===== config.mk =====
export PLATFORM = sky130hd
export DESIGN_NAME = classifier_cfg_regs_flat
export DESIGN_NICKNAME = d
export VERILOG_FILES = /design/src/rtl/classifier_pkg.sv /design/src/rtl/classifier_cfg_regs_if.sv /design/src/rtl/classifier_cfg_check.sv /design/src/rtl/classifier_cfg_regs.sv /design/src/flat_wrapper.sv
export SDC_FILE = /design/constraint.sdc
export NUM_CORES = 1
export LEC_CHECK = 0
export BUFFER_PORTS_ARGS = -buffer_cell sky130_fd_sc_hd__clkbuf_2
export CORE_MARGIN = 2
export CORE_UTILIZATION = 44
export CTS_BUF_LIST = sky130_fd_sc_hd__clkbuf_8
export DETAILED_ROUTE_END_ITERATION = 12
export SLEW_MARGIN = 20
export SYNTH_ARGS = -nofsm -noshare
export SYNTH_HDL_FRONTEND = slang
export SYNTH_HIERARCHICAL = 1
export SYNTH_SLANG_ARGS = --single-unit

===== constraint.sdc =====
create_clock -name clk -period 2.41 [get_ports clk]
set_input_delay 0.1205 -clock clk [delete_from_list [all_inputs] [get_ports clk]]
set_output_delay 0.1205 -clock clk [all_outputs]
set_load 0.05 [all_outputs]

===== src/rtl/classifier_pkg.sv =====
// Shared constants for the colour-classifier threshold register bank.
package classifier_pkg;

   localparam int unsigned CFG_W     = 9;
   localparam int unsigned N_FIELDS  = 12;
   localparam int unsigned CFG_BUS_W = CFG_W * N_FIELDS;
   localparam int unsigned ADDR_W    = 4;

   localparam int unsigned F_SMIN      = 0;
   localparam int unsigned F_VMIN      = 1;
   localparam int unsigned F_RED_LO    = 2;
   localparam int unsigned F_RED_HI    = 3;
   localparam int unsigned F_YELLOW_LO = 4;
   localparam int unsigned F_YELLOW_HI = 5;
   localparam int unsigned F_GREEN_LO  = 6;
   localparam int unsigned F_GREEN_HI  = 7;
   localparam int unsigned F_BLUE_LO   = 8;
   localparam int unsigned F_BLUE_HI   = 9;
   localparam int unsigned F_PINK_LO   = 10;
   localparam int unsigned F_PINK_HI   = 11;

   localparam logic [ADDR_W-1:0] ADDR_CTRL       = 4'd12;
   localparam logic [ADDR_W-1:0] ADDR_ACTIVE_SEL = 4'd13;
   localparam logic [ADDR_W-1:0] ADDR_COMMIT_CNT = 4'd14;
   localparam logic [ADDR_W-1:0] ADDR_ID         = 4'd15;

   localparam logic [31:0] ID_VALUE = 32'h434C_4346;

   // Packed so that element k occupies bits [CFG_W*k +: CFG_W] of the bus.
   typedef logic [N_FIELDS-1:0][CFG_W-1:0] cfg_bank_t;

   localparam cfg_bank_t DEFAULT_CFG = {
      9'd330, 9'd270,   // pink hi / lo
      9'd250, 9'd200,   // blue
      9'd180, 9'd160,   // green
      9'd70,  9'd50,    // yellow
      9'd330, 9'd30,    // red
      9'd128, 9'd153    // V min / S min
   };

endpackage


===== src/rtl/classifier_cfg_regs_if.sv =====
// Avalon-MM slave bus bundle for the classifier configuration registers.
interface classifier_cfg_regs_if;
   import classifier_pkg::*;

   logic [ADDR_W-1:0] avs_address;
   logic              avs_write;
   logic [31:0]       avs_writedata;
   logic              avs_read;
   logic [31:0]       avs_readdata;
   logic              avs_readdatavalid;

   modport master (
      output avs_address, avs_write, avs_writedata, avs_read,
      input  avs_readdata, avs_readdatavalid
   );

   modport slave (
      input  avs_address, avs_write, avs_writedata, avs_read,
      output avs_readdata, avs_readdatavalid
   );

endinterface


===== src/rtl/classifier_cfg_check.sv =====
// Combinational lo < hi validator for the non-wrapping colour ranges.
module classifier_cfg_check
   import classifier_pkg::*;
(
   input  cfg_bank_t cfg,
   output logic      ok
);

   // Red wraps around hue zero, so it is deliberately not checked.
   always_comb begin
      ok = (cfg[F_YELLOW_LO] < cfg[F_YELLOW_HI]) &&
           (cfg[F_GREEN_LO]  < cfg[F_GREEN_HI])  &&
           (cfg[F_BLUE_LO]   < cfg[F_BLUE_HI])   &&
           (cfg[F_PINK_LO]   < cfg[F_PINK_HI]);
   end

endmodule


===== src/rtl/classifier_cfg_regs.sv =====
// Shadow/active threshold register bank; active bank updates on sop or immediate commit.
// Optional commit-time range check enabled by CLASSIFIER_CFG_CHECK_EN.
module classifier_cfg_regs
   import classifier_pkg::*;
(
   input  logic                 clk,
   input  logic                 rst,
   classifier_cfg_regs_if.slave avs,
   input  logic                 sop,
   output logic [CFG_BUS_W-1:0] classifier_config,
   output logic                 commit_pending
);

   cfg_bank_t   shadow_q, shadow_d;
   cfg_bank_t   active_q, active_d;
   logic        pending_q, pending_d;
   logic        err_q, err_d;
   logic        sel_q, sel_d;
   logic [15:0] cnt_q, cnt_d;
   logic [31:0] rdata_q, rdata_d;
   logic        rvalid_q;

   logic field_wr, ctrl_wr, do_commit, cfg_ok;

`ifdef CLASSIFIER_CFG_CHECK_EN
   classifier_cfg_check u_check (
      .cfg (shadow_q),
      .ok  (cfg_ok)
   );
`else
   assign cfg_ok = 1'b1;
`endif

   always_comb begin
      field_wr  = avs.avs_write && (avs.avs_address < ADDR_CTRL);
      ctrl_wr   = avs.avs_write && (avs.avs_address == ADDR_CTRL);
      do_commit = (ctrl_wr && avs.avs_writedata[1]) ||
                  (sop && (pending_q || (ctrl_wr && avs.avs_writedata[0])));

      shadow_d  = shadow_q;
      active_d  = active_q;
      pending_d = pending_q;
      err_d     = err_q;
      sel_d     = sel_q;
      cnt_d     = cnt_q;

      if (ctrl_wr && avs.avs_writedata[0]) pending_d = 1'b1;

      // A field write racing a commit stays in shadow and re-arms the next frame.
      if (do_commit) begin
         pending_d = field_wr;
         if (cfg_ok) begin
            active_d = shadow_q;
            cnt_d    = cnt_q + 16'd1;
         end
      end

`ifdef CLASSIFIER_CFG_CHECK_EN
      if (do_commit)                             err_d = !cfg_ok;
      else if (ctrl_wr && avs.avs_writedata[2])  err_d = 1'b0;
`else
      err_d = 1'b0;
`endif

      if (field_wr) shadow_d[avs.avs_address] = avs.avs_writedata[CFG_W-1:0];
      if (avs.avs_write && (avs.avs_address == ADDR_ACTIVE_SEL)) sel_d = avs.avs_writedata[0];
   end

   // Read mux sees pre-write state, so a same-cycle write is not visible.
   always_comb begin
      rdata_d = rdata_q;
      if (avs.avs_read) begin
         if (avs.avs_address < ADDR_CTRL) begin
            rdata_d = sel_q ? 32'(active_q[avs.avs_address]) : 32'(shadow_q[avs.avs_address]);
         end else begin
            case (avs.avs_address)
               ADDR_CTRL:       rdata_d = {29'b0, err_q, 1'b0, pending_q};
               ADDR_ACTIVE_SEL: rdata_d = {31'b0, sel_q};
               ADDR_COMMIT_CNT: rdata_d = {16'b0, cnt_q};
               default:         rdata_d = ID_VALUE;
            endcase
         end
      end
   end

   always_ff @(posedge clk) begin
      if (rst) begin
         shadow_q  <= DEFAULT_CFG;
         active_q  <= DEFAULT_CFG;
         pending_q <= 1'b0;
         err_q     <= 1'b0;
         sel_q     <= 1'b0;
         cnt_q     <= 16'd0;
         rdata_q   <= 32'd0;
         rvalid_q  <= 1'b0;
      end else begin
         shadow_q  <= shadow_d;
         active_q  <= active_d;
         pending_q <= pending_d;
         err_q     <= err_d;
         sel_q     <= sel_d;
         cnt_q     <= cnt_d;
         rdata_q   <= rdata_d;
         rvalid_q  <= avs.avs_read;
      end
   end

   assign classifier_config     = active_q;
   assign commit_pending        = pending_q;
   assign avs.avs_readdata      = rdata_q;
   assign avs.avs_readdatavalid = rvalid_q;

endmodule

===== src/flat_wrapper.sv =====
// flat-port wrapper written by rule: the top's interface ports become plain ports
module classifier_cfg_regs_flat import classifier_pkg::*;
  (clk, rst, sop, classifier_config, commit_pending, avs_avs_address, avs_avs_write, avs_avs_writedata, avs_avs_read, avs_avs_readdata, avs_avs_readdatavalid);
  classifier_cfg_regs_if avs_i ();
  input  logic clk;
  input  logic rst;
  input  logic sop;
  output logic [CFG_BUS_W-1:0] classifier_config;
  output logic commit_pending;
  input wire logic [$bits(avs_i.avs_address)-1:0] avs_avs_address;
  input wire logic [$bits(avs_i.avs_write)-1:0] avs_avs_write;
  input wire logic [$bits(avs_i.avs_writedata)-1:0] avs_avs_writedata;
  input wire logic [$bits(avs_i.avs_read)-1:0] avs_avs_read;
  output wire logic [$bits(avs_i.avs_readdata)-1:0] avs_avs_readdata;
  output wire logic [$bits(avs_i.avs_readdatavalid)-1:0] avs_avs_readdatavalid;
  assign avs_i.avs_address = avs_avs_address;
  assign avs_i.avs_write = avs_avs_write;
  assign avs_i.avs_writedata = avs_avs_writedata;
  assign avs_i.avs_read = avs_avs_read;
  assign avs_avs_readdata = avs_i.avs_readdata;
  assign avs_avs_readdatavalid = avs_i.avs_readdatavalid;
  classifier_cfg_regs u_core (.clk(clk), .rst(rst), .avs(avs_i), .sop(sop), .classifier_config(classifier_config), .commit_pending(commit_pending));
endmodule

; After elaboration in Yosys (flattened, before gate mapping)
; Index checks and enable logic that the tools add are counted.
[totals]
out_inout_bits = 142
ff_bits = 267
inputBits = 41
wordCells = 58
[op_classes]
n_reduce_logical = 10
n_eq_ne = 3
muxes = 12
n_lt_le_gt_ge = 3
add_sub_neg = 1
[op_table]
columns = operator, n
row1 = bitwise mux 108 bit, 1
row2 = one-hot mux 31 bit (3 select lines), 1
row3 = binary-select mux 9 bit (select 4 bit), 2
row4 = demux 9 bit (select 4 bit), 1
row5 = 2-to-1 mux 9 bit, 4
row6 = 2-to-1 mux 32 bit, 1
row7 = "adder 16 x 1 -> 16 bit, second input constant", 1
row8 = "equality test 4 bit, second input constant", 3
row9 = logical AND 1 bit, 7
row10 = "< comparator 4 x 5 -> 1 bit, second input constant", 1
row11 = ">= comparator 4 x 1 -> 1 bit, second input constant", 1
row12 = "< comparator 4 bit, second input constant", 1
row13 = logical OR 1 bit, 2
row14 = 2-to-1 mux 1 bit, 2
row15 = nonzero test 2 bit, 1

; Longest topological paths before layout
; Gate-level depths: netlist of the first run.
[depth]
depth_word = 7
depth_mapped = 10
depth_no_buf = 5

; Worst setup path after synthesis of the first run
; Ideal clock, no wire load.
[synth_path]
path_kind = register to register
startpoint = reg u_core.pending_q (netlist: u_core/commit_pending)
endpoint = reg u_core.active_q (netlist bit u_core/classifier_config[0])
setup_ps = 63
required_ps = 2347
path_buffers = 3
period_less_slack_ps = 1869
setup_slack_ps = 541
t_arrival_ps = 1806
stages_incl_launch_ff = 8
path_cell_list = dfxtp_1 > a41o_1 > a22oi_1 > buf_2 > clkbuf_1 > clkbuf_1 > nand2_1 > nand3b_1
[synth_between]
elab_chain_cells = 3
[synth_lines]
columns = item, line
row1 = start: declaration, classifier_cfg_regs.sv:16  ; logic pending_q, pending_d;
row2 = start signal: assignment, classifier_cfg_regs.sv:99  ; pending_q <= pending_d;
row3 = logical OR 1 bit, classifier_cfg_regs.sv:38  ; (sop && (pending_q || (ctrl_wr && avs.avs_writedata[0])));
row4 = logical AND 1 bit, classifier_cfg_regs.sv:38
row5 = logical OR 1 bit, classifier_cfg_regs.sv:37  ; do_commit = (ctrl_wr && avs.avs_writedata[1]) ||
row6 = end signal: assignment, classifier_cfg_regs.sv:98  ; active_q <= active_d;
row7 = end: declaration, classifier_cfg_regs.sv:15  ; cfg_bank_t active_q, active_d;
; No other way between the ends.
; A chain may end at the register's enable or synchronous reset.

; Worst setup path after layout of the first run
[layout_path]
startpoint = in avs_avs_write
endpoint = reg u_core.cnt_q[12]
[layout_between]
elab_chain_cells = 5
elab_cells_between_ends = 6
cone_classes = 6 x reduce/logical
[layout_lines]
columns = item, line
row1 = start: declaration, flat_wrapper.sv:11  ; input wire logic [$bits(avs_i.avs_write)-1:0] avs_avs_write;
row2 = logical AND 1 bit *, classifier_cfg_regs.sv:36  ; ctrl_wr = avs.avs_write && (avs.avs_address == ADDR_CTRL);
row3 = logical AND 1 bit, classifier_cfg_regs.sv:38
row4 = logical OR 1 bit, classifier_cfg_regs.sv:38
row5 = logical AND 1 bit, classifier_cfg_regs.sv:38
row6 = logical OR 1 bit *, classifier_cfg_regs.sv:37
row7 = end signal: assignment, classifier_cfg_regs.sv:102  ; cnt_q <= cnt_d;
row8 = end: declaration, classifier_cfg_regs.sv:19  ; logic [15:0] cnt_q, cnt_d;
; Mark *: on every way between the ends. The rest lies on a longest branch, timed or not.

==> results of run 1 <==
==> final timing paths <==
kind,from,end,slack (ns)
worst max-delay path,avs_avs_write,u_core/cnt_q[12],0.32
worst min-delay path,avs_avs_writedata[4],u_core/shadow_q[76],0.04
worst max register to register,u_core/cnt_q[3],u_core/cnt_q[14],0.61
worst min register to register,u_core/classifier_config[55],u_core/classifier_config[55],0.46
==> layout make-up <==
| cell class | instances | area [µm²] |
|---|---|---|
| Timing Repair Buffer | 192 | 1210 |
| Clock inverter | 21 | 87.6 |
| Antenna cell | 1 | 2.50 |
| Multi-Input combinational cell | 872 | 5600 |
| Clock buffer | 55 | 757 |
| Fill cell | 2373 | 11900 |
| Tap cell | 330 | 413 |
| Inverter | 3 | 11.3 |
| Sequential cell | 252 | 5040 |
==> logic make-up (layout without fill, tap and decap cells) <==
logic type / after synthesis / after routing
AND/OR/NAND/NOR: 536 / 536
flip-flops: 252 / 252
AO/OA/AOI/OAI: 219 / 219
buffers and inverters: 126 / 271
multiplexers: 105 / 105
adder cells (fa/ha/maj): 1 / 1
other: 1 / 11
XOR/XNOR: 1 / 1
==> flip-flops by register name, indices dropped and copies added (netlist names) <==
register                      cells
u_core/avs.avs_readdatavalid      1
u_core/avs.avs_readdata          17
u_core/cnt_q                     16
u_core/classifier_config        108
u_core/sel_q                      1
u_core/commit_pending             1
u_core/shadow_q                 108
==> where the power goes <==
part	internal, µW	leakage (µW)	switching [µW]
registers	4230	0.00204	50.4
logic	274	0.00252	558
clock network	2040	0.000496	1730
total	6540	0.00505	2330
==> metrics by stage <==
step | utilization | instances | power (µW)
after floorplan | - | 1250 | 4950
after global placement | 0.487 | 1642 | 5180
after detailed placement | 0.487 | 1642 | 5190
after CTS | 0.524 | 1725 | 8960
after global routing | 0.524 | 1726 | 9210
final | 0.524 | 1726 | 8880
==> synth_stat cells, types with 2 or more instances <==
cell type,instances,area share
o21bai_1,3,0.0020
a31oi_1,8,0.0045
a21oi_1,116,0.052
nor2b_1,34,0.019
nor2_1,68,0.023
o22ai_1,13,0.0073
or4_1,11,0.0074
or3_1,3,0.0017
nand3_1,14,0.0063
nand2_1,320,0.11
o31ai_1,11,0.0074
nand2b_1,10,0.0056
a22o_1,6,0.0047
a22oi_1,4,0.0027
and4_1,2,0.0016
o2111ai_1,6,0.0047
nand3b_1,58,0.039
o21ai_0,20,0.0090
or2_2,3,0.0017
and3_1,3,0.0017
o211ai_1,2,0.0013
clkbuf_1,69,0.023
buf_2,31,0.014
mux2i_1,51,0.046
dfxtp_1,252,0.45
buf_1,5,0.0017
buf_4,15,0.010
clkbuf_2,2,0.00090
mux4_2,54,0.11
inv_1,2,0.00067
nand4_1,3,0.0017
a211o_1,28,0.022
==> per-layer routing <==
metal  vias to the layer above  global-route usage  wire length (µm)
li1                       4540                   -                 -
met1                      4563               0.346             14800
met2                       354               0.371             14700
met3                        65              0.0457              2280
met4                         0               0.101              1230
met5                         -                   0                 0
==> what timing repair did <==
item	4_1_cts	5_1_grt
setup endpoints to repair	0	0
hold buffers	7	0
setup buffers	0	0
endpoints found under the hold margin	13	0
resized for setup	0	0
==> layout by cell type, fill, tap and decap left out, drive strengths merged, types with 4 or more instances in the layout <==
cell,n
nand2,320
dfxtp,252
clkbuf,201
a21oi,116
nor2,70
nand3b,58
mux4,54
mux2i,51
buf,39
nor2b,34
a211o,28
inv,20
o21ai,20
nand3,14
o22ai,13
o31ai,11
or4,11
nand2b,10
conb,10
a31oi,8
dlygate4sd3,7
o2111ai,6
a22o,6
a22oi,4
==> worst max-delay path, cell delays in order <==
cell           delay, ns
dlygate4sd3_1       0.54
clkbuf_2            0.18
or3b_1              0.48
nor2_4              0.20
a22oi_2             0.14
buf_12              0.20
or4_1               0.52
a21oi_1             0.16
==> metrics.cfg, run 1 <==
[global_route]
grt_pass1_vias=9036
grt_max_degree=93
grt_pass1_wl_um=50600
grt-ovfl-total=0
antenna_found_initial=1
grtUsageTotal=0.246

[power]
peakVddDrop_mv=0.332
p_per_area_nw_per_um2=676
leakage_uw=0.00505

[synthesis]
netlist-cell-type-count=46
synth_compound_area_frac=0.119
synthSimpleGateAreaFrac=0.221
yosys.area_share.xor_xnor=0.000784
synth_top_family_by_area=simple AND/OR/NAND/NOR gates
synthFlopType=dfxtp_1
postSynthCellCount=1241
synth_seq_cells=252
yosysSeqAreaShare=0.452
synth_mux_area_frac=0.155
synthAdderAreaFrac=0.00112
yosys_warnings=6
syn_area_um2=11200
postSynth.asyncResetShare=0
synth_edf_count=0
synth_area_per_cell_um2=9.00

[setup_path]
startpoint_type=primary input
critPathMaxFanout=45
path_class=primary input to register
required_ns=2.89
worstPathArrival_ns=2.57
rr_worst_depth=5
cp-end-kind=register

[detailed_routing]
via_per_inst=5.52
wl_per_cell_um=19.1
drtIter0Drc=764
drtAntennaViolNets=0
vias=9522
wl_um=33000
drtPass1Iterations=5
drc=0

[finish]
area_growth_syn_to_layout_pct=17.4
drive_gt1_frac=0.218
fin_nets=1407
final_area_um2=13100

[die]
io_pins=183
die_x_um=163
initial_core_util=0.446
rows=58
core_area_um2=25000
die_height_um=163
die_area_um2=26700

[placement]
gp_congestion=0.847
place_hpwl_um=21800
portBuffers=149
pre_cts_ws_ns=0.328
placed_area_um2=12200

[clock_network]
clock_latency_ns=0.55
ctsHtreeMaxLevel=2
clock_sinks=252
cts_inserted_buffers=44
cts_tree=built
clockBufferDepth=3
clock-root-buffer=clkbuf_8
cts.clk_slew.worst_paths_ns=0.06

[sta]
hold_viol_final=0
timing.hold.ws_ns=0.0436
finalCritPeriodShare=0.868
tns_ns=0
skew_ns=0.0146
finalMaxSlewViolations=0
fin_crit_ns=2.09
fmax_mhz=478
setup_ws_ns=0.318
setup_violations=0
rsz0062_at_grt=no
worst_pin_slew_ns=0.592
slew-limit-headroom=0.605

[job]
maxCapViolations=0

[hold_path]
min_path_cells=3
hold_class=primary input to register

[status]
status=finished, final reports clean

Power figures use the tool's default switching activity.
==> inputs of run 2 (changes only) <==
ABC_CLOCK_PERIOD_IN_PS = 2410   (was unset)
MAX_ROUTING_LAYER = met4   (was unset)
==> metrics.cfg, run 2 (synthesis results as in run 1) <==
[status]
status=finished, final reports clean

[setup_path]
worstPathArrival_ns=2.57  ; about the same
path_class=primary input to register
critPathBufInv=3  ; unchanged
path_delay_family=simple AND/OR/NAND/NOR gates
critPathMaxFanout=45  ; unchanged
required_ns=2.88  ; about the same
cp-end-kind=register
critPathMaxStageDelay_ns=0.55  ; about the same
cp_slowest_cell=dlygate4sd3_1
crit_chain=dlygate4sd3_1, clkbuf_2, or3b_1, nor2_4, a22oi_2, buf_12, or4_1, a21oi_1
startpoint_type=primary input

[sta]
worst_pin_slew_ns=0.610  ; +0.0174 ns
setup_violations=0  ; unchanged
fmax_mhz=476  ; -0.47%
slew-limit-headroom=0.593  ; -0.0116
rsz0062_at_grt=no
timing.hold.ws_ns=0.0495  ; +0.00588 ns
tns_ns=0  ; unchanged
finalCritPeriodShare=0.872  ; +0.00414
skew_ns=0.0165  ; +0.00189 ns
hold_viol_final=0  ; unchanged
fin_crit_ns=2.10  ; +0.00997 ns
finalMaxSlewViolations=0  ; unchanged

[power]
leakage_uw=0.00505  ; unchanged
power_uw=8880  ; about the same
p_per_area_nw_per_um2=677  ; about the same
peakVddDrop_mv=0.337  ; +1.7%

[clock_network]
clock_latency_ns=0.55  ; about the same
ctsHtreeMaxLevel=2  ; unchanged
clockBufferDepth=3  ; unchanged
cts.clk_slew.worst_paths_ns=0.05  ; about the same
hold_buffers=7  ; unchanged
cts_resized=0  ; unchanged
clock_sinks=252  ; unchanged
cts_inserted_buffers=44  ; unchanged
postCtsSetupBuffers=0  ; unchanged
cts_tree=built
clock-root-buffer=clkbuf_8

[hold_path]
hold_class=primary input to register

[die]
initial_core_util=0.446  ; unchanged
die_x_um=163  ; unchanged
die_area_um2=26700  ; unchanged
io_pins=183  ; unchanged
die_height_um=163  ; unchanged
core_area_um2=25000  ; unchanged
rows=58  ; unchanged

[global_route]
grt_max_degree=93  ; unchanged
grt-ovfl-total=0  ; unchanged
grt_pass1_wl_um=50600  ; about the same
grt_pass1_vias=9016  ; -0.22%
antenna_found_initial=1  ; unchanged
grtUsageTotal=0.253  ; +0.00728

[detailed_routing]
drtIter0Drc=825  ; +8.0%
wl_per_cell_um=19.2  ; about the same
wl_um=33100  ; about the same
drc=0  ; unchanged
drtAntennaViolNets=0  ; unchanged
vias=9527  ; +0.053%
via_per_inst=5.52  ; about the same
drtPass1Iterations=6  ; +1

[finish]
area_growth_syn_to_layout_pct=17.4  ; unchanged
final_cell_mix=nand2_1 (320), dfxtp_1 (252), clkbuf_2 (146)
drive_gt1_frac=0.218  ; unchanged
fin_nets=1407  ; unchanged
layout_commonest_cell=nand2_1

[job]
maxCapViolations=0  ; unchanged

[placement]
portBuffers=149  ; unchanged
gp_congestion=0.860  ; +1.6%
place_hpwl_um=21800  ; unchanged

[run 2: cell type report]
class                           count  area [µm²]
Antenna cell                        1        2.50
Clock inverter                     21        87.6
Tap cell                          330         413
Clock buffer                       55         757
Timing Repair Buffer              192        1210
Sequential cell                   252        5040
Fill cell                        2373       11900
Multi-Input combinational cell    872        5600
Inverter                            3        11.3
[run 2: worst register-to-register path, stage by stage, from the launching register on]
cell     delay (ns)
dfxtp_1        0.46
and4_1         0.29
and4_1         0.29
nand4_1        0.13
or4_1          0.41
a21oi_1        0.15
[run 2: per-stage QoR]
stage	std cells	setup slack, ns	instance area (µm²)	util
final	1726	0.308	13100	0.524
after global routing	1726	0.217	13100	0.524
after CTS	1725	0.327	13100	0.524
after detailed placement	1642	0.328	12200	0.487
after global placement	1642	0.375	12200	0.487
after floorplan	1250	0.541	11200	-
[run 2: routing by layer]
| layer | part of all wire | track usage | vias up |
|---|---|---|---|
| li1 | - | - | 4546 |
| met1 | 0.45 | 0.347 | 4565 |
| met2 | 0.45 | 0.371 | 355 |
| met3 | 0.067 | 0.0452 | 61 |
| met4 | 0.036 | 0.101 | 0 |
| met5 | 0 | - | - |
[run 2: final timing paths]
kind                                start                           end  slack, ns  depth (start not counted)
max reg2reg               u_core/cnt_q[3]              u_core/cnt_q[14]       0.62                          5
min reg2reg  u_core/classifier_config[55]  u_core/classifier_config[55]       0.46                          2
max                         avs_avs_write              u_core/cnt_q[12]       0.31                          8
min                  avs_avs_writedata[3]           u_core/shadow_q[66]       0.05                          3
[run 2: where the power goes]
part | internal [µW] | switching (µW)
clock network | 2040 | 1730
logic | 274 | 559
registers | 4230 | 50.5
